==> src/rtl/mult_pkg.sv <==
// mult_pkg: shared FSM state type and radix-4 Booth digit encoding for the sequential multiplier
package mult_pkg;

    typedef enum logic [1:0] {
        IDLE = 2'd0,
        CALC = 2'd1,
        DONE = 2'd2
    } state_t;

    // Digit select packed as {neg, x2, x1}; zero has neither magnitude bit set
    localparam logic [2:0] DIG_ZERO = 3'b000;
    localparam logic [2:0] DIG_P1   = 3'b001;
    localparam logic [2:0] DIG_P2   = 3'b010;
    localparam logic [2:0] DIG_M1   = 3'b101;
    localparam logic [2:0] DIG_M2   = 3'b110;

endpackage

==> src/rtl/booth_recoder.sv <==
// booth_recoder: maps an overlapping 3-bit multiplier window onto a radix-4 Booth digit select
module booth_recoder
    import mult_pkg::*;
(
    input  logic [2:0] bits_i,
    output logic       neg_o,
    output logic       x1_o,
    output logic       x2_o
);

    logic [2:0] sel;

    // Standard radix-4 table: window {b[i+1], b[i], b[i-1]} -> digit in {-2..+2}
    always_comb begin
        sel = DIG_ZERO;
        case (bits_i)
            3'b001, 3'b010: sel = DIG_P1;
            3'b011:         sel = DIG_P2;
            3'b100:         sel = DIG_M2;
            3'b101, 3'b110: sel = DIG_M1;
            default:        sel = DIG_ZERO;
        endcase
    end

    assign {neg_o, x2_o, x1_o} = sel;

endmodule

==> src/rtl/booth_multiplier_seq.sv <==
// booth_multiplier_seq: iterative radix-4 Booth multiplier, one digit per cycle, valid/ready on both sides
module booth_multiplier_seq
    import mult_pkg::*;
#(
    parameter int W = 32
) (
    input  logic           clk,
    input  logic           rst_n,
    input  logic           in_valid,
    output logic           in_ready,
    input  logic [W-1:0]   a,
    input  logic [W-1:0]   b,
    input  logic           is_signed,
    output logic           out_valid,
    input  logic           out_ready,
    output logic [2*W-1:0] product
);

    localparam int N  = W / 2 + 1;
    localparam int CW = $clog2(N);

    if (W < 4 || (W % 2) != 0) begin : g_bad_w
        $error("booth_multiplier_seq: W must be even and >= 4");
    end

    state_t         state_q;
    logic [CW-1:0]  cnt_q;
    logic [2*W-1:0] acc_q, acc_d;
    logic [2*W-1:0] mcand_q, mcand_d;
    logic [W+2:0]   mplier_q, mplier_d;
    logic [2*W-1:0] product_q;
    logic           in_ready_q;
    logic           out_valid_q;

    logic [2*W-1:0] a_ext;
    logic [W+2:0]   b_ext;
    logic [2*W-1:0] mag;
    logic           neg, x1, x2;

    // Operands are widened at capture so signed and unsigned share one datapath:
    // the multiplicand to the full result width, the multiplier to W+2 bits plus
    // the implicit zero below its LSB that seeds the first Booth window.
    assign a_ext = {{W{is_signed & a[W-1]}}, a};
    assign b_ext = {{2{is_signed & b[W-1]}}, b, 1'b0};

    booth_recoder u_recoder (
        .bits_i (mplier_q[2:0]),
        .neg_o  (neg),
        .x1_o   (x1),
        .x2_o   (x2)
    );

    // One Booth step: add the digit-weighted multiplicand, then advance both operands by two bit positions.
    // Working modulo 2^(2W) is exact because the true product always fits in 2W bits.
    always_comb begin
        mag      = x2 ? {mcand_q[2*W-2:0], 1'b0} : x1 ? mcand_q : '0;
        acc_d    = neg ? acc_q - mag : acc_q + mag;
        mcand_d  = {mcand_q[2*W-3:0], 2'b00};
        mplier_d = {{2{mplier_q[W+2]}}, mplier_q[W+2:2]};
    end

    // Control FSM with registered handshake outputs; reset overrides any state, including DONE under backpressure
    always_ff @(posedge clk) begin
        if (!rst_n) begin
            state_q     <= IDLE;
            cnt_q       <= '0;
            acc_q       <= '0;
            mcand_q     <= '0;
            mplier_q    <= '0;
            product_q   <= '0;
            in_ready_q  <= 1'b1;
            out_valid_q <= 1'b0;
        end else begin
            case (state_q)
                IDLE: begin
                    if (in_valid && in_ready_q) begin
                        mcand_q    <= a_ext;
                        mplier_q   <= b_ext;
                        acc_q      <= '0;
                        cnt_q      <= '0;
                        in_ready_q <= 1'b0;
                        state_q    <= CALC;
                    end
                end
                CALC: begin
                    acc_q    <= acc_d;
                    mcand_q  <= mcand_d;
                    mplier_q <= mplier_d;
                    cnt_q    <= cnt_q + 1'b1;
                    if (cnt_q == CW'(N - 1)) begin
                        product_q   <= acc_d;
                        out_valid_q <= 1'b1;
                        state_q     <= DONE;
                    end
                end
                DONE: begin
                    if (out_ready) begin
                        out_valid_q <= 1'b0;
                        in_ready_q  <= 1'b1;
                        state_q     <= IDLE;
                    end
                end
                default: begin
                    out_valid_q <= 1'b0;
                    in_ready_q  <= 1'b1;
                    state_q     <= IDLE;
                end
            endcase
        end
    end

    assign in_ready  = in_ready_q;
    assign out_valid = out_valid_q;
    assign product   = product_q;

endmodule

==> config.mk <==
export PLATFORM = sky130hd
export DESIGN_NAME = booth_multiplier_seq
export DESIGN_NICKNAME = d
export VERILOG_FILES = /design/src/rtl/mult_pkg.sv /design/src/rtl/booth_recoder.sv /design/src/rtl/booth_multiplier_seq.sv
export SDC_FILE = /design/constraint.sdc
export NUM_CORES = 1
export LEC_CHECK = 0
export ABC_CLOCK_PERIOD_IN_PS = 6500
export BUFFER_PORTS_ARGS = -buffer_cell sky130_fd_sc_hd__buf_2
export CORE_ASPECT_RATIO = 0.6
export CORE_MARGIN = 1.5
export CORE_UTILIZATION = 40
export CTS_CLUSTER_DIAMETER = 50
export DETAILED_ROUTE_END_ITERATION = 8
export GPL_ROUTABILITY_DRIVEN = 0
export SKIP_CTS_REPAIR_TIMING = 1
export SLEW_MARGIN = 20
export SYNTH_ARGS = -nofsm -noshare
export SYNTH_HDL_FRONTEND = slang
export SYNTH_HIERARCHICAL = 1
export SYNTH_SLANG_ARGS = --single-unit
==> constraint.sdc <==
create_clock -name clk -period 6.5 [get_ports clk]
set_input_delay 1.95 -clock clk [delete_from_list [all_inputs] [get_ports clk]]
set_output_delay 1.95 -clock clk [all_outputs]
set_load 0.02 [all_outputs]
==> results of run 1 <==
-- power by group --
| group | switching [W] | total (W) | internal (W) |
|---|---|---|---|
| combinational | 0.00257 | 0.00389 | 0.00132 |
| clock | 0.000661 | 0.00162 | 0.000955 |
| sequential | 0.000160 | 0.00175 | 0.00159 |
| total | 0.00339 | 0.00726 | 0.00387 |
-- worst min path at each step --
stage	start	cells after the start	to	slack, ns
after global placement	acc_q[51]$_SDFFE_PN0P_	2	acc_q[51]$_SDFFE_PN0P_	0.44
after CTS	product[21]$_SDFFE_PN0P_	2	product[21]$_SDFFE_PN0P_	0.45
after floorplan	acc_q[15]$_SDFFE_PN0P_	2	acc_q[15]$_SDFFE_PN0P_	0.43
after detailed placement	product[21]$_SDFFE_PN0P_	2	product[21]$_SDFFE_PN0P_	0.45
final	product[21]$_SDFFE_PN0P_	2	product[21]$_SDFFE_PN0P_	0.45
after global routing	product[23]$_SDFFE_PN0P_	2	product[23]$_SDFFE_PN0P_	0.48
-- state kept, by name (all words and copies together), names as in the netlist --
name,count
acc_q,64
cnt_q,5
in_ready,1
mcand_q,64
mplier_q,35
out_valid,1
product,64
state_q,2
-- synthesized netlist by cell type, drive strengths merged (4+ instances only) --
cell type  number
a22oi          86
o2111a          4
nor4            4
nand3          42
o221ai          6
and3           25
a21o           24
buf            32
a31oi          26
nor2b          25
o41ai           6
mux2           12
a22o           12
and2           25
o211ai         17
or2             7
o31ai          20
nand2         208
a211oi         18
o21a           16
nand4          44
xnor2          43
a222oi         51
xor2           73
o2111ai         5
inv            31
and3b           5
nand2b          8
nor3           29
clkbuf        129
mux2i           9
dfxtp         236
or3            16
nor2          181
o21bai         12
a21oi         220
o21ai         121
a311oi          9
ha             66
nor3b           5
a221oi          5
a211o           9
a21boi          8
-- metrics by stage --
stage,setup WS (ns),cells,util,hold slack [ns]
floorplan,0.7787,1967,-,0.4315
global placement,0.4463,2481,0.4303,0.4414
detailed placement,0.3581,2481,0.4303,0.4456
CTS,0.2846,2529,0.4552,0.4550
global route,0.002275,2533,0.4578,0.4753
finish,0.3106,2533,0.4578,0.4510
-- metal layers --
| metal | vias to the layer above | routed length, um | global-route usage |
|---|---|---|---|
| met1 | 7295 | 26160 | 0.4218 |
| met5 | - | 0 | 0 |
| met4 | 0 | 785 | 0.04170 |
| li1 | 7340 | - | - |
| met2 | 763 | 17900 | 0.2967 |
| met3 | 49 | 6172 | 0.06883 |
-- layout by cell type (no fill, tap or decap), types with 26 or more instances in the layout --
cell type  instances
nand3_1           41
inv_1             31
buf_4             29
clkbuf_16         28
a31oi_1           26
nor2_1           177
nor3_1            29
a22oi_1           86
nand4_1           44
o21ai_0          116
a222oi_1          51
nand2_1          208
ha_1              65
xor2_1            71
dfxtp_1          236
buf_2            134
xnor2_1           41
a21oi_1          219
-- area by class of cell --
type | instances | share of cell area
Clock buffer | 32 | 0.04145
Clock inverter | 16 | 0.01278
Inverter | 32 | 0.007260
Multi-Input combinational cell | 1539 | 0.5730
Sequential cell | 236 | 0.2741
Tap cell | 513 | 0.03724
Timing Repair Buffer | 165 | 0.05416
-- critical path, delay by kind of cell (launching register included) --
kind,cells,cell delay [ns]
compound gates,11,2.52
simple gates,5,1.25
fa+ha+maj,1,0.55
flops,1,0.46
buf+inv,2,0.46
xor+xnor,2,0.42
mux,1,0.38
-- logic make-up after synthesis --
family / after synthesis / share of synthesized area
compound gates: 698 / 0.3054
simple gates: 636 / 0.1973
flops: 236 / 0.3099
buf+inv: 193 / 0.04989
xor+xnor: 116 / 0.06663
fa+ha+maj: 67 / 0.05547
mux: 21 / 0.01551
==> results_dict.tcl, run 1 <==
set metrics [dict create \
    r2r-start "mplier_q[2]$_SDFFE_PN0P_" \
    worstPathCellList "or3b_1, o21ai_4, buf_12, mux2_2, o41ai_2, o2111a_1, and4_1, o21ai_0, nor2_1, a21oi_1, xnor2_2, ha_1, nand2_1, o21ai_0, o21bai_1, o211ai_1, nor3_1, a21oi_1, buf_4, a31oi_1, xor2_1, o21ai_0" \
    yosys.area.top_type "dfxtp_1" \
    diodes 0 \
    power.leakage_nw 6.758 \
    portBuffers 134 \
    drive_above_1_share 0.1312 \
    synth_flop_cell "dfxtp_1" \
    path_clk_slew_ns 0.07 \
    rows 55 \
    initial_core_util 0.4051 \
    post_drt_via_cell_ratio 6.098 \
    fp.dieW_um 255.1 \
    track_usage 0.2497 \
    ys_types 83 \
    clock-skew-final_ns 0.02005 \
    total_power_w 0.007262 \
    worstSetupPathType "reg -> reg" \
    syn_area_um2 15250 \
    endpoint "acc_q[61]$_SDFFE_PN0P_" \
    clockBufferDepth 3 \
    report.final.slew_viol_count 0 \
    numCtsBuffers 26 \
    arrival_ns 6.62 \
    tns_ns 0 \
    stdcell_area_um2 17230 \
    maxCapViolations 0 \
    die_area_um2 39340 \
    multi_input_area_um2 9874 \
    cp-startpoint "mplier_q[2]$_SDFFE_PN0P_" \
    cp_common_cell "o21ai_0" \
    fillCellCount 3791 \
    outcome "finished clean" \
    synth-seq-area-share 0.3099 \
    grt_antenna_before_repair 0 \
    async_reset_ff_frac 0 \
    rsz0062_at_grt "false" \
    setup_viol 0 \
    synth_nets 2103 \
    r2r_slack_ns 0.31 \
    finalCritPeriodShare 0.9522 \
    root_buffer "clkbuf_16" \
    end_kind "register" \
    nets 2136 \
    tritoncts "yes" \
    ys_warn_count 6 \
    drt_iter0_drc 2205 \
    routed_wl_mm 51.02 \
    cp_max_fo 34 \
    clk_latency_ns 0.56 \
    cts.sinks 236 \
    p_per_area_nw_per_um2 421.4 \
    place_area_um2 16200 \
    ant_nets 0 \
    max_freq_mhz 161.6 \
    dp_hpwl_mm 37.90 \
    grt_pass1_wl_mm 78.07 \
    synthDominantCellAreaShare 0.3099 \
    hold_viol_final 0 \
    netlist_instances 1967 \
    die_y_um 154.2 \
    slowest_stage "ha_1" \
    worstMarginPinSlew_ns 0.9251 \
    synth-seq-cells 236 \
    wire_per_inst_um 20.14 \
    syn2layout_area_growth_pct 13.03 \
    worstSetupStartpointType "register" \
    grt_pass1_vias 13330 \
    timing.rr.end "acc_q[61]$_SDFFE_PN0P_" \
    maxSlewHeadroom 0.3833 \
    coreArea_um2 37640 \
    irDropWorstVdd_uv 251.7 \
    crit_required_ns 6.93 \
    grt_max_degree 100 \
    routed-via-count 15447 \
    cpPeakStageDelay_ns 0.55 \
    drc_errors 0 \
    synth-edff-count 0 \
    first_pass_iters 9 \
    gr-total-overflow 0 \
    timing.final.crit_period_ns 6.189 \
    htreeDepth 1 \
    hold_class "reg -> reg" \
    worst_r2r_path_depth 22 \
    ys_top_cells_by_area "dfxtp_1 31%, a21oi_1 7.2%, ha_1 5.4%" \
    io_pins 135 \
    avgSynthCellArea_um2 7.751 \
    seq_area_um2 4725 \
]
No activity file was read; power rests on OpenSTA's default activity.
==> inputs of run 2 (changes only) <==
--- a/config.mk
+++ b/config.mk
@@ -7,12 +7,13 @@
 export LEC_CHECK = 0
 export ABC_CLOCK_PERIOD_IN_PS = 6500
 export BUFFER_PORTS_ARGS = -buffer_cell sky130_fd_sc_hd__buf_2
-export CORE_ASPECT_RATIO = 0.6
+export CORE_ASPECT_RATIO = 0.5
 export CORE_MARGIN = 1.5
 export CORE_UTILIZATION = 40
 export CTS_CLUSTER_DIAMETER = 50
 export DETAILED_ROUTE_END_ITERATION = 8
 export GPL_ROUTABILITY_DRIVEN = 0
+export GPL_TIMING_DRIVEN = 0
 export SKIP_CTS_REPAIR_TIMING = 1
 export SLEW_MARGIN = 20
 export SYNTH_ARGS = -nofsm -noshare
==> run 2 against run 1 <==
  * The flow now finishes with violations (design-rule violations)
  * Highest routed layer is now met5
  * Sequential share of layout area fell by 1.3 points
  * Die area is essentially flat
  * Combinational power grew 3%
  * Cell area rose by 5.0%
  * Clock skew fell by 0.0032 ns
  * Sequential cell count did not move
==> results_dict.tcl, run 2 (synthesis results as in run 1) <==
set metrics [dict create \
    routed_wl_mm 56.43 \
    busiest_layer "met2" \
    setup_viol 0 \
    cp_max_fo 10 \
    ant_nets 0 \
    rows 50 \
    die_y_um 141.1 \
    tritoncts "yes" \
    path_clk_slew_ns 0.07 \
    cts.sinks 236 \
    cpPeakStageDelay_ns 0.37 \
    first_pass_iters 9 \
    diodes 0 \
    cp_common_cell "buf_4" \
    crit_required_ns 6.93 \
    p_per_area_nw_per_um2 411.3 \
    wire_per_inst_um 21.26 \
    numCtsBuffers 28 \
    grtUsageMet1 0.3907 \
    drt_iter0_drc 1938 \
    clockBufferDepth 3 \
    track_usage 0.2718 \
    worstMarginPinSlew_ns 1.136 \
    grt_max_degree 17 \
    fp.dieW_um 279.1 \
    maxCapViolations 0 \
    post_drt_via_cell_ratio 6.051 \
    tns_ns 0 \
    routed-via-count 16060 \
    die_area_um2 39370 \
    htreeDepth 1 \
    coreArea_um2 37470 \
    rsz0062_at_grt "true" \
    drc_errors 3 \
    end_kind "register" \
    worstSetupPathType "reg -> reg" \
    slowest_stage "nor4_4" \
    portBuffers 134 \
    root_buffer "clkbuf_16" \
    power.leakage_nw 7.000 \
    total_power_w 0.007443 \
    fillCellCount 3756 \
    hold_class "reg -> reg" \
    hold_viol_final 0 \
    worstSetupStartpointType "register" \
    report.final.slew_viol_count 0 \
    grtUsageMet3 0.07855 \
    arrival_ns 6.86 \
    layout_commonest_cell "dfxtp_1" \
    irDropWorstVdd_uv 189.2 \
    grt_util_met2 0.3930 \
    finalCritPeriodShare 0.9899 \
    timing.final.crit_period_ns 6.434 \
    nets 2274 \
    syn2layout_area_growth_pct 18.70 \
    max_freq_mhz 155.4 \
    final_cell_mix "233 x dfxtp_1, 207 x a21oi_1, 206 x nand2_1" \
    io_pins 135 \
    maxSlewHeadroom 0.2425 \
    violations "design-rule violations" \
    initial_core_util 0.4069 \
    grt_pass1_vias 14186 \
    clock-skew-final_ns 0.01686 \
    dp_hpwl_mm 42.74 \
    gr-total-overflow 0 \
    clk_latency_ns 0.57 \
    grt_antenna_before_repair 1 \
    drive_above_1_share 0.1486 \
    grt_pass1_wl_mm 83.08 \
    outcome "complete, but fails checks" \
]
==> run 2: cell count changes in the layout (fill, tap and decap cells not counted), sizes merged <==
cell | before | now
clkbuf | 33 | 156
clkinv | 5 | 8
o21ai | 122 | 121
bufinv | 4 | 2
buf | 164 | 181
==> run 2: through the flow <==
stage / hold WS [ns] / std cells / util / worst slack [ns] / cell area (um2)
CTS: 0.4524 / 2647 / 0.4681 / -1.497 / 17540
floorplan: 0.4315 / 1967 / - / 0.7787 / 15250
detailed placement: 0.4431 / 2595 / 0.4413 / -1.472 / 16540
finish: 0.4508 / 2654 / 0.4830 / 0.06585 / 18100
global placement: 0.4403 / 2595 / 0.4413 / -1.520 / 16540
global route: 0.4767 / 2654 / 0.4830 / -0.06941 / 18100
==> run 2: worst paths after layout <==
check                                           endpoint  cells past startpoint                startpoint  slack (ns)
worst max-delay path            product[57]$_SDFFE_PN0P_                     30  mplier_q[2]$_SDFFE_PN0P_        0.07
worst min-delay path            product[31]$_SDFFE_PN0P_                      2  product[31]$_SDFFE_PN0P_        0.45
worst max register to register  product[57]$_SDFFE_PN0P_                     30  mplier_q[2]$_SDFFE_PN0P_        0.07
worst min register to register  product[31]$_SDFFE_PN0P_                      2  product[31]$_SDFFE_PN0P_        0.45
==> run 2: worst max-delay path, delay by kind of cell, from the launching register on <==
kind | cells | cell delay, ns
AOI/OAI and AO/OA | 10 | 1.44
xor gates and xnor gates | 2 | 0.53
adders and majority gates | 2 | 0.59
buffers and inverters | 9 | 1.62
DFF | 1 | 0.35
and+or+nand+nor | 7 | 1.70
==> run 2: area by class of cell <==
type / instances / area, um2 / area share
clock inverter: 17 / 219.0 / 0.01210
clock buffer: 35 / 788.3 / 0.04355
tap: 494 / 618.1 / 0.03415
sequential: 236 / 4728 / 0.2613
timing repair buffer: 150 / 803.3 / 0.04438
multi-input combinational: 1538 / 10190 / 0.5631
buffer: 152 / 630.6 / 0.03484
inverter: 32 / 120.1 / 0.006637
==> run 2: report_power, final <==
| part | leakage, nW | switching, W | internal [W] | total, W |
|---|---|---|---|---|
| Sequential | 1.92 | 0.000123 | 0.00159 | 0.00172 |
| Combinational | 4.59 | 0.00263 | 0.00140 | 0.00402 |
| Clock | 0.488 | 0.000734 | 0.000970 | 0.00170 |
| Total | 7.00 | 0.00348 | 0.00396 | 0.00744 |
==> run 2: routing by layer <==
metal	up-vias	wire length (um)
met5	-	13
met4	2	1488
met3	102	5385
met2	685	23340
met1	7634	26210
li1	7637	-
